[src/rtl/digit_overlay_ctrl.sv]
// Draws an NUM_DIGITS-wide BCD readout into the VGA raster by sequencing shared glyph ROMs.
// Latency: 2 cycles from hcount/vcount/pix_valid to pix_out/pix_out_valid, one pixel per cycle.
// Backpressure: value_ready drops while a value waits for frame_start; the pixel path never stalls.
module digit_overlay_ctrl #(
  parameter int          NUM_DIGITS  = 3,
  parameter int          X0          = 16,
  parameter int          Y0          = 16,
  parameter int          SCALE_SHIFT = 1,
  parameter logic [5:0]  BG_COLOR    = 6'b111111
) (
  input  logic                    clk,
  input  logic                    reset,
  input  logic [4*NUM_DIGITS-1:0] value_bcd,
  input  logic                    value_valid,
  output logic                    value_ready,
  input  logic                    frame_start,
  input  logic [9:0]              hcount,
  input  logic [9:0]              vcount,
  input  logic                    pix_valid,
  output logic [3:0]              glyph_sel,
  output logic [4:0]              glyph_col,
  output logic [4:0]              glyph_row,
  input  logic [5:0]              glyph_data,
  output logic [5:0]              pix_out,
  output logic                    pix_out_valid
);

  localparam int W       = 8 << SCALE_SHIFT;
  localparam int H       = 16 << SCALE_SHIFT;
  localparam int SLOT_SH = 3 + SCALE_SHIFT;

  localparam logic [10:0] XL    = 11'(X0);
  localparam logic [10:0] YT    = 11'(Y0);
  localparam logic [10:0] XSPAN = 11'(NUM_DIGITS * W);
  localparam logic [10:0] YSPAN = 11'(H);

  typedef enum logic {IDLE, PENDING} state_t;

  state_t                  state, state_nxt;
  logic                    accept, commit;
  logic [4*NUM_DIGITS-1:0] pending, display, display_nxt;

  always_comb begin
    state_nxt = state;
    accept    = 1'b0;
    commit    = 1'b0;
    case (state)
      IDLE: begin
        if (value_valid && value_ready) begin
          accept    = 1'b1;
          state_nxt = PENDING;
        end
      end
      PENDING: begin
        if (frame_start) begin
          commit    = 1'b1;
          state_nxt = IDLE;
        end
      end
      default: state_nxt = IDLE;
    endcase
  end

  // Stage 1 looks at the post-commit display so a frame_start pixel already shows the new value.
  assign display_nxt = commit ? pending : display;

  always_ff @(posedge clk) begin
    if (reset) begin
      state       <= IDLE;
      value_ready <= 1'b0;
      pending     <= '1;
      display     <= '1;
    end else begin
      state       <= state_nxt;
      value_ready <= (state_nxt == IDLE);
      if (accept) pending <= value_bcd;
      display     <= display_nxt;
    end
  end

  logic [NUM_DIGITS-1:0] blank_vec;
  logic                  zero_left;
  logic [3:0]            dig;

  always_comb begin
    blank_vec = '0;
    zero_left = 1'b1;
    dig       = 4'h0;
    for (int k = NUM_DIGITS - 1; k >= 0; k--) begin
      dig          = display_nxt[4*k +: 4];
      blank_vec[k] = (dig > 4'd9) || ((k != 0) && zero_left && (dig == 4'd0));
      zero_left    = zero_left && (dig == 4'd0);
    end
  end

  logic [10:0] hx, vy, dx, dy, slot_idx;
  logic        hit_c, blank_c;
  logic [3:0]  sel_c;

  assign hx       = {1'b0, hcount};
  assign vy       = {1'b0, vcount};
  assign dx       = hx - XL;
  assign dy       = vy - YT;
  assign slot_idx = dx >> SLOT_SH;
  assign hit_c    = pix_valid && (hx >= XL) && (dx < XSPAN) && (vy >= YT) && (dy < YSPAN);

  always_comb begin
    sel_c   = 4'h0;
    blank_c = 1'b0;
    for (int s = 0; s < NUM_DIGITS; s++) begin
      if (slot_idx == 11'(s)) begin
        sel_c   = display_nxt[4*(NUM_DIGITS-1-s) +: 4];
        blank_c = blank_vec[NUM_DIGITS-1-s];
      end
    end
  end

  logic hit1, blank1, pv1;

  always_ff @(posedge clk) begin
    if (reset) begin
      hit1          <= 1'b0;
      blank1        <= 1'b0;
      pv1           <= 1'b0;
      glyph_sel     <= 4'h0;
      glyph_col     <= 5'd0;
      glyph_row     <= 5'd0;
      pix_out       <= BG_COLOR;
      pix_out_valid <= 1'b0;
    end else begin
      hit1          <= hit_c;
      blank1        <= hit_c && blank_c;
      pv1           <= pix_valid;
      glyph_sel     <= hit_c ? sel_c : 4'h0;
      glyph_col     <= hit_c ? 5'(dx[2+SCALE_SHIFT:SCALE_SHIFT]) : 5'd0;
      glyph_row     <= hit_c ? 5'(dy[3+SCALE_SHIFT:SCALE_SHIFT]) : 5'd0;
      pix_out       <= (hit1 && !blank1) ? glyph_data : BG_COLOR;
      pix_out_valid <= pv1;
    end
  end

endmodule

[config.mk]
export PLATFORM = sky130hd
export DESIGN_NAME = digit_overlay_ctrl
export DESIGN_NICKNAME = d
export VERILOG_FILES = /design/src/rtl/digit_overlay_ctrl.sv
export SDC_FILE = /design/constraint.sdc
export NUM_CORES = 1
export LEC_CHECK = 0
export ABC_AREA = 1
export BUFFER_PORTS_ARGS = -buffer_cell sky130_fd_sc_hd__buf_2
export CORE_AREA = 2 2 68 70
export CTS_CLUSTER_DIAMETER = 120
export CTS_CLUSTER_SIZE = 10
export DETAILED_ROUTE_END_ITERATION = 12
export DIE_AREA = 0 0 70 72
export GPL_ROUTABILITY_DRIVEN = 0
export GPL_TIMING_DRIVEN = 0
export PLACE_DENSITY = 0.77
export SYNTH_ARGS = -nofsm -noshare
export SYNTH_HDL_FRONTEND = slang
export SYNTH_SLANG_ARGS = --single-unit
[constraint.sdc]
create_clock -name clk -period 1.9 [get_ports clk]
set_input_delay 0.19 -clock clk [delete_from_list [all_inputs] [get_ports clk]]
set_output_delay 0.19 -clock clk [all_outputs]
set_load 0.005 [all_outputs]
# Word-level counts from Yosys, hierarchy flattened
# Index checks and enable logic that the tools add are counted.
[op_classes] n_lt_le_gt_ge=7 addsub=2 bitwise_logic=4 n_reduce_logical=16 n_eq_ne=2 n_mux=13
[op_table] op="11-bit by 6-bit less-than comparator with 1-bit output (second input constant)" count=2
[op_table] op="10-bit by 5-bit subtractor with 11-bit output (second input constant)" count=2
[op_table] op="10-bit by 5-bit >= comparator with 1-bit output (second input constant)" count=2
[op_table] op="4-bit > comparator (second input constant)" count=3
[op_table] op="12-bit two-way mux" count=1
[op_table] op="4-bit two-way mux" count=3
[op_table] op="11-bit zero test" count=1
[op_table] op="1-bit logical AND" count=8
[op_table] op="4-bit zero test" count=2
[op_table] op="1-bit two-way mux" count=8
[op_table] op="7-bit by 1-bit == test with 1-bit output (second input constant)" count=1
[op_table] op="7-bit by 2-bit == test with 1-bit output (second input constant)" count=1
[op_table] op="1-bit NOT" count=4
[op_table] op="2-bit OR reduction" count=2
[op_table] op="1-bit logical OR" count=2
[op_table] op="1-bit case mux with 2 select lines" count=1
[op_table] op="1-bit zero test" count=1
[totals] input_bits=43 elab_cells=58 ff_bits=50 out_inout_bits=22

# Logic depth before layout (Yosys ltp)
[depth] ltp_word=9 depth_mapped=12 ltp_nobuf=12

# Least setup slack after synthesis
# No wires, ideal clock.
[synth_timing] path_type="input -> register" start="in hcount[4]" end="reg glyph_sel[1]" path_slack_ns=0.501 setup_time_ns=0.064 required_ns=1.836 arrival_time_ns=1.335 cell_stages=9 n_path_buf=0 path_cell_list="inv_1 -> ha_1 -> xnor2_1 -> nand4_1 -> nor2_4 -> inv_2 -> o21ai_0 -> nor2_1 -> nor2_1"
[synth_via] elab_chain_cells=7 elab_cells_between_ends=15 cone_classes="add/sub (1); order compare (2); eq/ne (2); mux (3); bitwise (1); reduce/logical (6)"
[synth_lines] item="from (decl)" line_no="17" rtl="input logic [9:0] hcount,"
[synth_lines] item="10-bit by 5-bit subtractor with 11-bit output or 10-bit by 5-bit >= comparator with 1-bit output (tied branches)" line_no="102, 105"
[synth_lines] item="11-bit by 6-bit less-than comparator with 1-bit output or 1-bit logical AND (tied branches)" line_no="105" rtl="assign hit_c = pix_valid && (hx >= XL) && (dx < XSPAN) && (vy >= YT) && (dy < YSPAN);"
[synth_lines] item="1-bit logical AND (3 in a row)" line_no="105"
[synth_lines] item="1-bit NOT (no source line)"
[synth_lines] item="2-bit OR reduction (no source line)"
[synth_lines] item="to (signal assigned)" line_no="134" rtl="glyph_sel <= hit_c ? sel_c : 4'h0;"
[synth_lines] item="to (decl)" line_no="20" rtl="output logic [3:0] glyph_sel,"
# Parallel ways exist; a longest one is shown, timed or not.
# A chain may end at the register's enable or synchronous reset.

# Worst setup path in the final report
[layout_timing] start="reg state" end="reg blank1"
[layout_via] elab_chain_cells=8 elab_cells_between_ends=14 cone_classes="order compare (3); mux (5); reduce/logical (6)"
[layout_lines] item="from (decl)" line_no="39" rtl="state_t state, state_nxt;"
[layout_lines] item="from (signal assigned)" line_no="74" rtl="state <= state_nxt;"
[layout_lines] item="1-bit two-way mux *" line_no="47" rtl="case (state)"
[layout_lines] item="12-bit two-way mux *" line_no="65" rtl="assign display_nxt = commit ? pending : display;"
[layout_lines] item="4-bit > comparator (tied with other cells)" line_no="91" rtl="blank_vec[k] = (dig > 4'd9) || ((k != 0) && zero_left && (dig == 4'd0));"
[layout_lines] item="1-bit logical OR or 1-bit logical AND (tied branches)"
[layout_lines] item="1-bit two-way mux or 1-bit logical OR (tied branches)" line_no="111, 91"
[layout_lines] item="1-bit two-way mux" line_no="111" rtl="if (slot_idx == 11'(s)) begin"
[layout_lines] item="1-bit two-way mux *" line_no="111"
[layout_lines] item="1-bit logical AND *" line_no="132" rtl="blank1 <= hit_c && blank_c;"
[layout_lines] item="to (signal assigned)" line_no="132"
[layout_lines] item="to (decl)" line_no="118" rtl="logic hit1, blank1, pv1;"
# Every way passes the cells marked *; elsewhere a longest branch is shown, timed or not.

==> results.py <==
metrics = {
    "status": {
        "status": "finished, final reports clean",
    },
    "drt": {
        "drt-pass1-iter-count": 6,
        "route.vias.total": 1826,
        "drt-initial-drc-count": 82,
        "avgViaCountPerCell": 4.52,
        "drt-total-wl_um": 4110,
        "drc_errors": 0,
        "ant_nets": 0,
        "wire_per_inst_um": 10.2,
    },
    "clocking": {
        "numCtsBuffers": 5,
        "cts_hold_buf": 0,
        "cts_tree": "yes",
        "htreeDepth": 2,
        "ctsResizeCount": 0,
        "postCtsSetupBuffers": 0,
        "clk_latency_ns": 0.29,
        "clock-root-buffer": "clkbuf_8",
        "cts.clk_slew.worst_paths_ns": 0.08,
        "clock-sinks": 47,
        "clk_path_buf_depth": 2,
    },
    "power_and_ir_drop": {
        "power.density_nw_per_um2": 718,
        "clockPowerShare_pct": 32.5,
        "p_sw_share_pct": 24.5,
        "p_int_mw": 1.39,
        "power.switching_mw": 0.451,
        "power_frac_comb_pct": 11.6,
        "vdd_ir_drop_max_mv": 0.408,
        "power_mw": 1.84,
        "p_leak_nw": 1.35,
        "p_seq_share_pct": 55.9,
    },
    "worst_setup_path": {
        "worst_setup_path_start_kind": "flip-flop",
        "crit_path_start": "state",
        "r2r_start": "state",
        "rrSetupSlack_ns": 0.41,
        "worst_setup_path_end_kind": "flip-flop",
        "critPathKind": "flip-flop to flip-flop",
        "path_max_fanout": 10,
        "crit_arrival_ns": 1.73,
        "cp_data_required_time_ns": 2.13,
    },
    "timing": {
        "slew-limit-headroom_pct": 58.6,
        "setup_viol": 0,
        "fmax_mhz": 670,
        "finClkSkew_ns": 0.00671,
        "min_period_ns": 1.49,
        "report.final.slew_viol_count": 0,
        "finalHoldViolations": 0,
        "tightest_slew_ns": 0.619,
        "rsz0062_at_grt": "no",
        "finalCritPeriodShare_pct": 78.6,
        "finalSetupTns_ns": 0,
    },
    "placed_design": {
        "port_buffers": 59,
        "hpwlAfterDp_um": 3230,
    },
    "synthesis": {
        "synth_area_um2": 2100,
        "synth_top_area_share_pct": 44.7,
        "synthTopCellsByArea": "dfxtp_1 45%, nand2_1 15%, inv_1 7.8%",
        "ys_types": 32,
        "yosys_warnings": 0,
        "synth_seq_cells": 47,
        "yosys.area.top_type": "dfxtp_1",
        "ys_seq_area_share_pct": 44.7,
        "synth_cells": 284,
        "syn_area_per_cell_um2": 7.41,
    },
    "layout": {
        "fillCellCount": 414,
        "num_antenna_cells": 0,
        "area_growth_pct": 21.6,
        "seqCellArea_um2": 941,
        "nets": 400,
        "drive_gt1_share_pct": 26.7,
        "multi_input_area_um2": 935,
    },
    "min_path": {
        "hp-class": "input port to flip-flop",
        "worstHoldStart": "vcount[4]",
    },
    "die": {
        "placementRows": 24,
        "start_util_pct": 49.4,
        "dieWidth_um": 70,
        "ios": 65,
        "die_area_um2": 5040,
        "core_um2": 4260,
        "fp.dieH_um": 72,
    },
    "global_routing": {
        "grt_max_degree": 14,
        "grt_pass1_vias": 1645,
        "grt_usage_pct": 17.0,
        "grt_overflow_total": 0,
        "grt_pass1_wl_um": 6930,
        "antenna_found_initial": 0,
    },
    "job": {
        "max_cap_viol_count": 0,
    },
}
critical path, cell delays in order (launching register included):
cell	delay, ns
dfxtp_1	0.42
nand2_2	0.09
buf_6	0.15
o21ai_1	0.22
nand2_1	0.11
nor2_1	0.11
nand2_1	0.07
nand3_2	0.08
nand3_2	0.07
a21oi_2	0.11
cells in the final DEF, fill, tap and decap left out, drive strengths merged:
cell,instances
nor2,31
o22ai,1
clkbuf,10
or2,1
nor3b,3
clkinv,1
nand4,1
nand2,85
inv,47
buf,64
nor3,6
xnor2,1
ha,5
conb,3
o211ai,2
dfxtp,47
nand3,25
mux2i,3
o21ai,13
a21oi,3
final cells by class:
type                            instances  area share [%]
Sequential cell                        47            36.8
Multi-Input combinational cell        183            36.5
Timing Repair Buffer                   59            11.5
Inverter                               47            6.89
Clock buffer                            6            3.23
Tap cell                               52            2.54
Buffer                                  9            2.35
Clock inverter                          1           0.196
synthesized netlist by cell type (all sizes together):
master,instances
conb,1
nand2,85
clkbuf,4
nor3,6
xnor2,1
o21ai,13
dfxtp,47
nor3b,3
ha,5
inv,47
nand3,25
mux2i,3
or2,1
o22ai,1
o211ai,2
nor2,31
a21oi,3
buf,5
nand4,1
flip-flops by register name (all words and copies together) (netlist names):
register	cells
pix_out_valid	1
glyph_sel	4
pv1	1
pix_out	6
pending	12
glyph_col	3
display	12
blank1	1
value_ready	1
hit1	1
state	1
glyph_row	4
worst paths after layout:
| kind | to | cells past startpoint |
|---|---|---|
| max reg2reg | blank1 | 9 |
| min | glyph_row[3] | 2 |
| min reg2reg | pix_out_valid | 2 |
| max | blank1 | 9 |
cell families (layout without fill, tap and decap cells):
| kind of cell | count (synthesis) | count (layout) | share of synthesized area, % |
|---|---|---|---|
| simple gates | 152 | 152 | 33.7 |
| buf+inv | 56 | 122 | 11.2 |
| flops | 47 | 47 | 44.7 |
| compound gates | 19 | 19 | 5.35 |
| fa+ha+maj | 5 | 5 | 2.97 |
| mux | 3 | 3 | 1.43 |
| other cells | 1 | 3 | 0.178 |
| xor+xnor | 1 | 1 | 0.416 |
power groups by stage:
stage | Clock [mW] | Sequential [mW] | Combinational (mW)
after floorplan | 0 | 1.05 | 0.137
after global placement | 0 | 1.05 | 0.209
after detailed placement | 0 | 1.05 | 0.213
after CTS | 0.609 | 1.03 | 0.215
after global routing | 0.657 | 1.03 | 0.243
final | 0.597 | 1.03 | 0.213
through the flow:
stage          instance area, µm²  utilization, %  hold slack, ns  cells  setup slack [ns]
2_1_floorplan                2110               -           0.261    286             0.501
3_3_place_gp                 2470            58.0           0.372    397             0.208
3_5_place_dp                 2470            58.0           0.373    397             0.180
4_1_cts                      2560            60.0          0.0661    404             0.419
5_1_grt                      2560            60.0          0.0680    404             0.273
6_report                     2560            60.0          0.0716    404             0.407
metal layers:
metal / GRT usage (%) / up-vias / share of wire, %
li1: - / 997 / -
met1: 20.4 / 785 / 45
met2: 29.5 / 40 / 49
met3: 4.86 / 4 / 5.1
met4: 5.56 / 0 / 0.83
met5: 0 / - / 0
Note: power is estimated with default switching activity, not from simulation.
